===== src/rtl/muldiv_sequencer.sv =====
// Iterative MULT/MULTU/DIV/DIVU unit owning the HI/LO register pair.
// Latency: 34 cycles start-to-idle (32 RUN + FINISH); divide-by-zero bypasses RUN.
// Backpressure: EX_C_StallMD holds the pipeline while busy and EX needs the unit or HI/LO.
module muldiv_sequencer #(
   parameter int WIDTH = 32
) (
   input  logic             clk,
   input  logic             rst_n,
   input  logic             EX_C_Start,
   input  logic [1:0]       EX_C_Op,
   input  logic [WIDTH-1:0] EX_A,
   input  logic [WIDTH-1:0] EX_B,
   input  logic             EX_C_ReadHiLo,
   input  logic             EX_C_WriteHi,
   input  logic             EX_C_WriteLo,
   input  logic [WIDTH-1:0] EX_WriteData,
   output logic [WIDTH-1:0] HI,
   output logic [WIDTH-1:0] LO,
   output logic             Busy,
   output logic             EX_C_StallMD
);

   localparam int CW = $clog2(WIDTH);

   typedef enum logic [1:0] {IDLE, RUN, FINISH} state_t;

   state_t             state_q, state_d;
   logic [CW-1:0]      cnt_q, cnt_d;
   logic [2*WIDTH-1:0] acc_q, acc_d;
   logic [WIDTH-1:0]   opnd_q, opnd_d;
   logic [WIDTH-1:0]   hi_q, hi_d;
   logic [WIDTH-1:0]   lo_q, lo_d;
   logic               is_div_q, is_div_d;
   logic               neg_q, neg_d;
   logic               rneg_q, rneg_d;

   logic               signed_op, a_neg, b_neg;
   logic [WIDTH-1:0]   mag_a, mag_b;
   logic [WIDTH:0]     mul_sum, div_shift, div_rem;
   logic               div_ge;

   assign signed_op = ~EX_C_Op[0];
   assign a_neg     = signed_op & EX_A[WIDTH-1];
   assign b_neg     = signed_op & EX_B[WIDTH-1];
   assign mag_a     = a_neg ? -EX_A : EX_A;
   assign mag_b     = b_neg ? -EX_B : EX_B;

   // acc holds {partial product, remaining multiplier} or {remainder, dividend/quotient}
   assign mul_sum   = {1'b0, acc_q[2*WIDTH-1:WIDTH]} + (acc_q[0] ? {1'b0, opnd_q} : '0);
   assign div_shift = {acc_q[2*WIDTH-1:WIDTH], acc_q[WIDTH-1]};
   assign div_ge    = div_shift >= {1'b0, opnd_q};
   assign div_rem   = div_ge ? (div_shift - {1'b0, opnd_q}) : div_shift;

   assign Busy         = (state_q != IDLE);
   assign EX_C_StallMD = Busy & (EX_C_Start | EX_C_ReadHiLo | EX_C_WriteHi | EX_C_WriteLo);
   assign HI           = hi_q;
   assign LO           = lo_q;

   always_comb begin
      state_d  = state_q;
      cnt_d    = cnt_q;
      acc_d    = acc_q;
      opnd_d   = opnd_q;
      hi_d     = hi_q;
      lo_d     = lo_q;
      is_div_d = is_div_q;
      neg_d    = neg_q;
      rneg_d   = rneg_q;
      unique case (state_q)
         IDLE: begin
            if (EX_C_Start) begin
               is_div_d = EX_C_Op[1];
               cnt_d    = '0;
               neg_d    = a_neg ^ b_neg;
               rneg_d   = a_neg;
               if (EX_C_Op[1] && (EX_B == '0)) begin
                  // Divide by zero: preload the architected result, no sign fix-up
                  acc_d   = {EX_A, {WIDTH{1'b1}}};
                  opnd_d  = '0;
                  neg_d   = 1'b0;
                  rneg_d  = 1'b0;
                  state_d = FINISH;
               end else if (EX_C_Op[1]) begin
                  acc_d   = {{WIDTH{1'b0}}, mag_a};
                  opnd_d  = mag_b;
                  state_d = RUN;
               end else begin
                  acc_d   = {{WIDTH{1'b0}}, mag_b};
                  opnd_d  = mag_a;
                  state_d = RUN;
               end
            end else begin
               if (EX_C_WriteHi) hi_d = EX_WriteData;
               if (EX_C_WriteLo) lo_d = EX_WriteData;
            end
         end
         RUN: begin
            if (is_div_q) begin
               acc_d = {div_rem[WIDTH-1:0], acc_q[WIDTH-2:0], div_ge};
            end else begin
               acc_d = {mul_sum, acc_q[WIDTH-1:1]};
            end
            cnt_d = cnt_q + CW'(1);
            if (cnt_q == CW'(WIDTH-1)) state_d = FINISH;
         end
         FINISH: begin
            if (is_div_q) begin
               lo_d = neg_q  ? -acc_q[WIDTH-1:0] : acc_q[WIDTH-1:0];
               hi_d = rneg_q ? -acc_q[2*WIDTH-1:WIDTH] : acc_q[2*WIDTH-1:WIDTH];
            end else begin
               {hi_d, lo_d} = neg_q ? -acc_q : acc_q;
            end
            state_d = IDLE;
         end
         default: state_d = IDLE;
      endcase
   end

   always_ff @(posedge clk or negedge rst_n) begin
      if (!rst_n) begin
         state_q  <= IDLE;
         cnt_q    <= '0;
         acc_q    <= '0;
         opnd_q   <= '0;
         hi_q     <= '0;
         lo_q     <= '0;
         is_div_q <= 1'b0;
         neg_q    <= 1'b0;
         rneg_q   <= 1'b0;
      end else begin
         state_q  <= state_d;
         cnt_q    <= cnt_d;
         acc_q    <= acc_d;
         opnd_q   <= opnd_d;
         hi_q     <= hi_d;
         lo_q     <= lo_d;
         is_div_q <= is_div_d;
         neg_q    <= neg_d;
         rneg_q   <= rneg_d;
      end
   end

endmodule


===== config.mk =====
export PLATFORM = sky130hd
export DESIGN_NAME = muldiv_sequencer
export DESIGN_NICKNAME = d
export VERILOG_FILES = /design/src/rtl/muldiv_sequencer.sv
export SDC_FILE = /design/constraint.sdc
export NUM_CORES = 1
export LEC_CHECK = 0
export BUFFER_PORTS_ARGS = -buffer_cell sky130_fd_sc_hd__buf_2
export CORE_UTILIZATION = 61
export CTS_CLUSTER_SIZE = 40
export DETAILED_ROUTE_END_ITERATION = 7
export PLACE_DENSITY = 0.82
export RECOVER_POWER = 50
export SLEW_MARGIN = 20
export SYNTH_ARGS = -nofsm -noshare
export SYNTH_HDL_FRONTEND = slang
export SYNTH_SLANG_ARGS = --single-unit

===== constraint.sdc =====
create_clock -name clk -period 4.3 [get_ports clk]
set_input_delay 0.43 -clock clk [delete_from_list [all_inputs] [get_ports clk]]
set_output_delay 0.43 -clock clk [all_outputs]
set_load 0.03 [all_outputs]

# Word level (Yosys, flattened, before mapping)
# Cells that the tools add are included.
# word_totals
ff_bits	170
input_bits	104
word_cells	75
# op_classes
n_addsub	8
order_cmp	1
n_eq_ne	8
n_mux	30
n_bitwise	8
reduce_logical	11
# ops
operator	count
32-bit 2-to-1 mux	15
64-bit 2-to-1 mux	4
32-bit negator	4
32-bit case mux with 2 select lines	2
64-bit case mux with 2 select lines	1
64-bit negator	1
32-bit by 32-bit adder with 33-bit output	1
33-bit by 32-bit >= comparator with 1-bit output	1
32-bit logical NOT	1
32-bit subtractor	1
2-bit != test, second input constant	5
5-bit case mux with 2 select lines	1
2-bit 2-to-1 mux	3
2-bit AND reduction	3
3-bit AND reduction	2
2-bit nonzero test	3
5-bit by 1-bit adder with 5-bit output, second input constant	1
5-bit == test, second input constant	1
5-bit 2-to-1 mux	1
2-bit case mux with 2 select lines	1
1-bit AND	3
1-bit bitwise OR	3
2-bit by 1-bit == test with 1-bit output, second input constant	1
2-bit == test, second input constant	1
5 further kinds	6

# Logic depth before layout (Yosys ltp)
# depth
ltp_word	7
ltp_mapped	14

# Worst setup path after synthesis
# No wires, ideal clock.
# synth_path
path_type	flip-flop to flip-flop
startpoint	register acc_q[0]
endpoint	register acc_q[59]
arrival_time_ps	3039
slack_ps	1157
stages_incl_launch_ff	14
path_buffers	1
period_less_slack_ps	3143
path_cell_list	dfrtp_1 > inv_1 > clkbuf_1 > nor2_1 > fa_1 > a21o_1 > nand4_1 > a311oi_1 > a211o_1 > a211oi_1 > nor2_1 > o21a_1 > xnor2_1 > a221oi_1
# synth_between
elab_chain_cells	4
# synth_lines
item	line_no	source
start, declared	29	logic [2*WIDTH-1:0] acc_q, acc_d;
start signal, assigned	123	acc_q <= '0;
start signal, assigned	133	acc_q <= acc_d;
32-bit 2-to-1 mux	49	assign mul_sum = {1'b0, acc_q[2*WIDTH-1:WIDTH]} + (acc_q[0] ? {1'b0, opnd_q} : '0);
32-bit by 32-bit adder with 33-bit output	49	
64-bit 2-to-1 mux	98	if (is_div_q) begin
64-bit case mux with 2 select lines	69	unique case (state_q)
# No other way between the ends.
# A chain may end at the register's enable or synchronous reset.

# Worst setup path in the final report
# layout_path
startpoint	register acc_q[0]
endpoint	register acc_q[62]
# Same word-level chain as after synthesis.

==> qor.csv <==
stage,metric,value,unit
final_layout,syn2layout_area_growth,11.36,%
worst_setup_path,cp_max_fo,15,
power_and_ir_drop,p_leak,7.541,nW
placed_design,portBuffers,169,
sta,drv_slew,150,
synth,syn_inst,2023,
clock_tree,clockBufferDepth,2,
clock_tree,clock_latency,0.46,ns
placed_design,globalplace.congestion,1.022,
worst_setup_path,cpMostUsedCell,buf_4,
floorplan,die_area,26730,µm²
synth,synth_area_leader_cell,dfrtp_1,
worst_setup_path,cp_slowest_cell,dfrtp_1,
synth,synth_nets,2199,
sta,rsz0062_at_grt,false,
final_layout,final_nets,2312,
grt,track_usage,0.4469,
worst_setup_path,reg2reg_from,acc_q[0]$_DFFE_PN0P_,
detailed_routing,wl_per_cell,23.92,µm
synth,synth_area,15910,µm²
worst_setup_path,crit_start,acc_q[0]$_DFFE_PN0P_,
worst_setup_path,timing.critical_path.cells,inv_1 > buf_4 > buf_4 > nor2_1 > ha_1 > a21oi_1 > nand2_1 > or4_1 > o21ai_0 > a31oi_1 > a311oi_1 > xor2_1 > a211oi_1,
grt,grt_pass1_vias,15931,
detailed_routing,vias,16882,
final_layout,nFillCells,2152,
min_path,hold_start,EX_C_Op[0],
floorplan,rows,58,
clock_tree,h-tree-depth,4,
clock_tree,postCtsResizedCells,0,
sta,tns,0,ns
grt,grt_max_degree,129,
detailed_routing,drtIter0Drc,2211,
floorplan,fp.dieW,163.5,µm
final_layout,layout-drive-gt1-share,0.1354,
detailed_routing,vias_per_cell,6.810,
synth,syn_avg_cell_area,7.863,µm²
sta,setup_viol,0,
clock_tree,cts_post_setup_buffers_inserted,0,
synth,synth_edf_count,0,
sta,setup_ws,0.4486,ns
synth,ys_seq_area_frac,0.2674,
floorplan,initial_core_util,0.6263,
worst_setup_path,cp-end-kind,flip-flop,
floorplan,boundaryPins,170,
detailed_routing,postRouteAntennaNets,0,
detailed_routing,wl,59290,µm
min_path,worstHoldPathType,input port to flip-flop,
detailed_routing,drc,0,
grt,antenna_found_initial,0,
grt,grt_overflow_total,0,
synth,synth_cell_types,90,
sta,period_minus_slack,3.851,ns
synth,yosys-top-cells-area,"dfrtp_1 (27%), mux2i_1 (6.7%), a21oi_1 (6.3%), xnor2_1 (5.7%), ha_1 (5.5%)",
run_status,status,"complete, but fails checks",
placed_design,place_ws,0.5426,ns
clock_tree,hold_buffers,0,
sta,worstMarginPinSlew,2.325,ns
power_and_ir_drop,ir_drop,0.0004654,V
synth,synth-async-reset-ratio,1.000,
floorplan,core-area,25400,µm²
worst_setup_path,required,4.67,ns
clock_tree,cts_root_buffer,clkbuf_16,
power_and_ir_drop,total_power,16.86,mW
run_status,violations,"max-capacitance violations, max-slew violations",
synth,synth_top_flop_cell,dfrtp_1,
sta,fmax,259.6,MHz
sta,skew,0.02157,ns
synth,synth_top_area_share,0.2674,
floorplan,fp.dieH,163.5,µm
grt,grt_pass1_wl,90180,µm
worst_setup_path,cp.arrival,4.22,ns
clock_tree,numClockSinks,170,
worst_setup_path,max_stage_delay,0.50,ns
job,max-cap-violations,3,
power_and_ir_drop,cellPowerDensity,951.7,nW/µm²
sta,hold_violations,0,
sta,maxSlewHeadroom,-0.5500,
detailed_routing,dr.pass1.iters,8,
clock_tree,cts.clk_slew.worst_paths,0.09,ns
worst_setup_path,critPathKind,flip-flop to flip-flop,
synth,yosysMostFrequentCell,nor2_1,
synth,synth-seq-cells,170,
worst_setup_path,crit_path_start_kind,flip-flop,
sta,fin_crit_sh,0.8957,
final_layout,n_antenna_cell,0,
clock_tree,cts_tree,built,
clock_tree,cts_inserted_buffers,17,
synth,yosys_warnings,0,
synth,netlist_top_cells_count,"nor2_1 (204), a21oi_1 (201), nand2_1 (189)",
placed_design,hpwlAfterDp,44810,µm
-- critical path, delay by kind of cell, from the launching register on --
kind | cells | cell delay, ns
fa+ha+maj | 1 | 0.37
flops | 1 | 0.50
simple gates | 3 | 0.56
buf+inv | 3 | 0.68
compound gates | 5 | 1.54
xor+xnor | 1 | 0.11
-- stage by stage --
step	utilization	std cells	area (µm²)	hold WS, ns
2_1_floorplan	-	2023	15910	0.1344
3_3_place_gp	0.6734	2446	17100	0.4665
3_5_place_dp	0.6734	2446	17100	0.4751
4_1_cts	0.6987	2478	17750	0.07109
5_1_grt	0.6974	2479	17710	0.3138
6_report	0.6974	2479	17710	0.2921
-- registers in the layout, indices dropped and copies added, names as in the netlist --
| name | count |
|---|---|
| state_q | 2 |
| opnd_q | 32 |
| is_div_q | 1 |
| HI | 32 |
| LO | 32 |
| rneg_q | 1 |
| neg_q | 1 |
| acc_q | 64 |
| cnt_q | 5 |
-- power breakdown --
| part | total [mW] | internal (mW) | switching (mW) |
|---|---|---|---|
| logic | 11.8 | 4.51 | 7.26 |
| clock network | 1.69 | 0.817 | 0.869 |
| registers | 3.41 | 2.44 | 0.970 |
| total | 16.9 | 7.76 | 9.10 |
-- cells by family (layout without fill, tap and decap cells) --
family,Yosys count,after routing,synth area share
and+or+nand+nor,641,641,0.1951
buffers and inverters,194,320,0.04766
adders and majority gates,72,72,0.05757
xor gates and xnor gates,172,172,0.09470
AOI/OAI and AO/OA,642,642,0.2525
muxes,132,132,0.08510
DFF,170,170,0.2674
-- final cells by class --
type,count,area [µm²],area share
multi-input cells,1659,10910,0.6161
well taps,330,412.9,0.02331
flip-flops and latches,170,4258,0.2404
clock inverters,15,217.7,0.01229
repair buffers,226,1254,0.07077
clock buffers,17,425.4,0.02401
inverters,62,232.7,0.01314
-- layer usage --
layer,vias up,part of all wire,track usage
met1,7897,0.38,0.5571
met2,1149,0.43,0.6920
met4,0,0.077,0.3102
li1,7581,-,-
met3,255,0.11,0.09218
met5,-,0,0
-- cells in the final DEF (no fill, tap or decap), types with 52 or more instances in the layout --
cell type	Yosys	final
a21oi_1	201	201
buf_2	11	135
buf_4	2	52
dfrtp_1	170	169
ha_1	70	70
inv_1	61	61
mux2i_1	106	106
nand2_1	189	189
nor2_1	204	204
o21ai_0	151	151
xnor2_1	103	103
xor2_1	69	69
-- path summary, 6_finish.rpt --
path	cells past startpoint	slack [ns]	to
min in group asynchronous	1	0.63	HI[21]$_DFFE_PN0P_
worst max register to register	13	0.45	acc_q[62]$_DFFE_PN0P_
worst max-delay path	13	0.45	acc_q[62]$_DFFE_PN0P_
worst min-delay path	2	0.29	neg_q$_DFFE_PN0P_
worst min register to register	2	0.50	opnd_q[28]$_DFFE_PN0P_
max in group asynchronous	2	1.17	acc_q[39]$_DFFE_PN0P_
(Power assumes the default switching activity.)
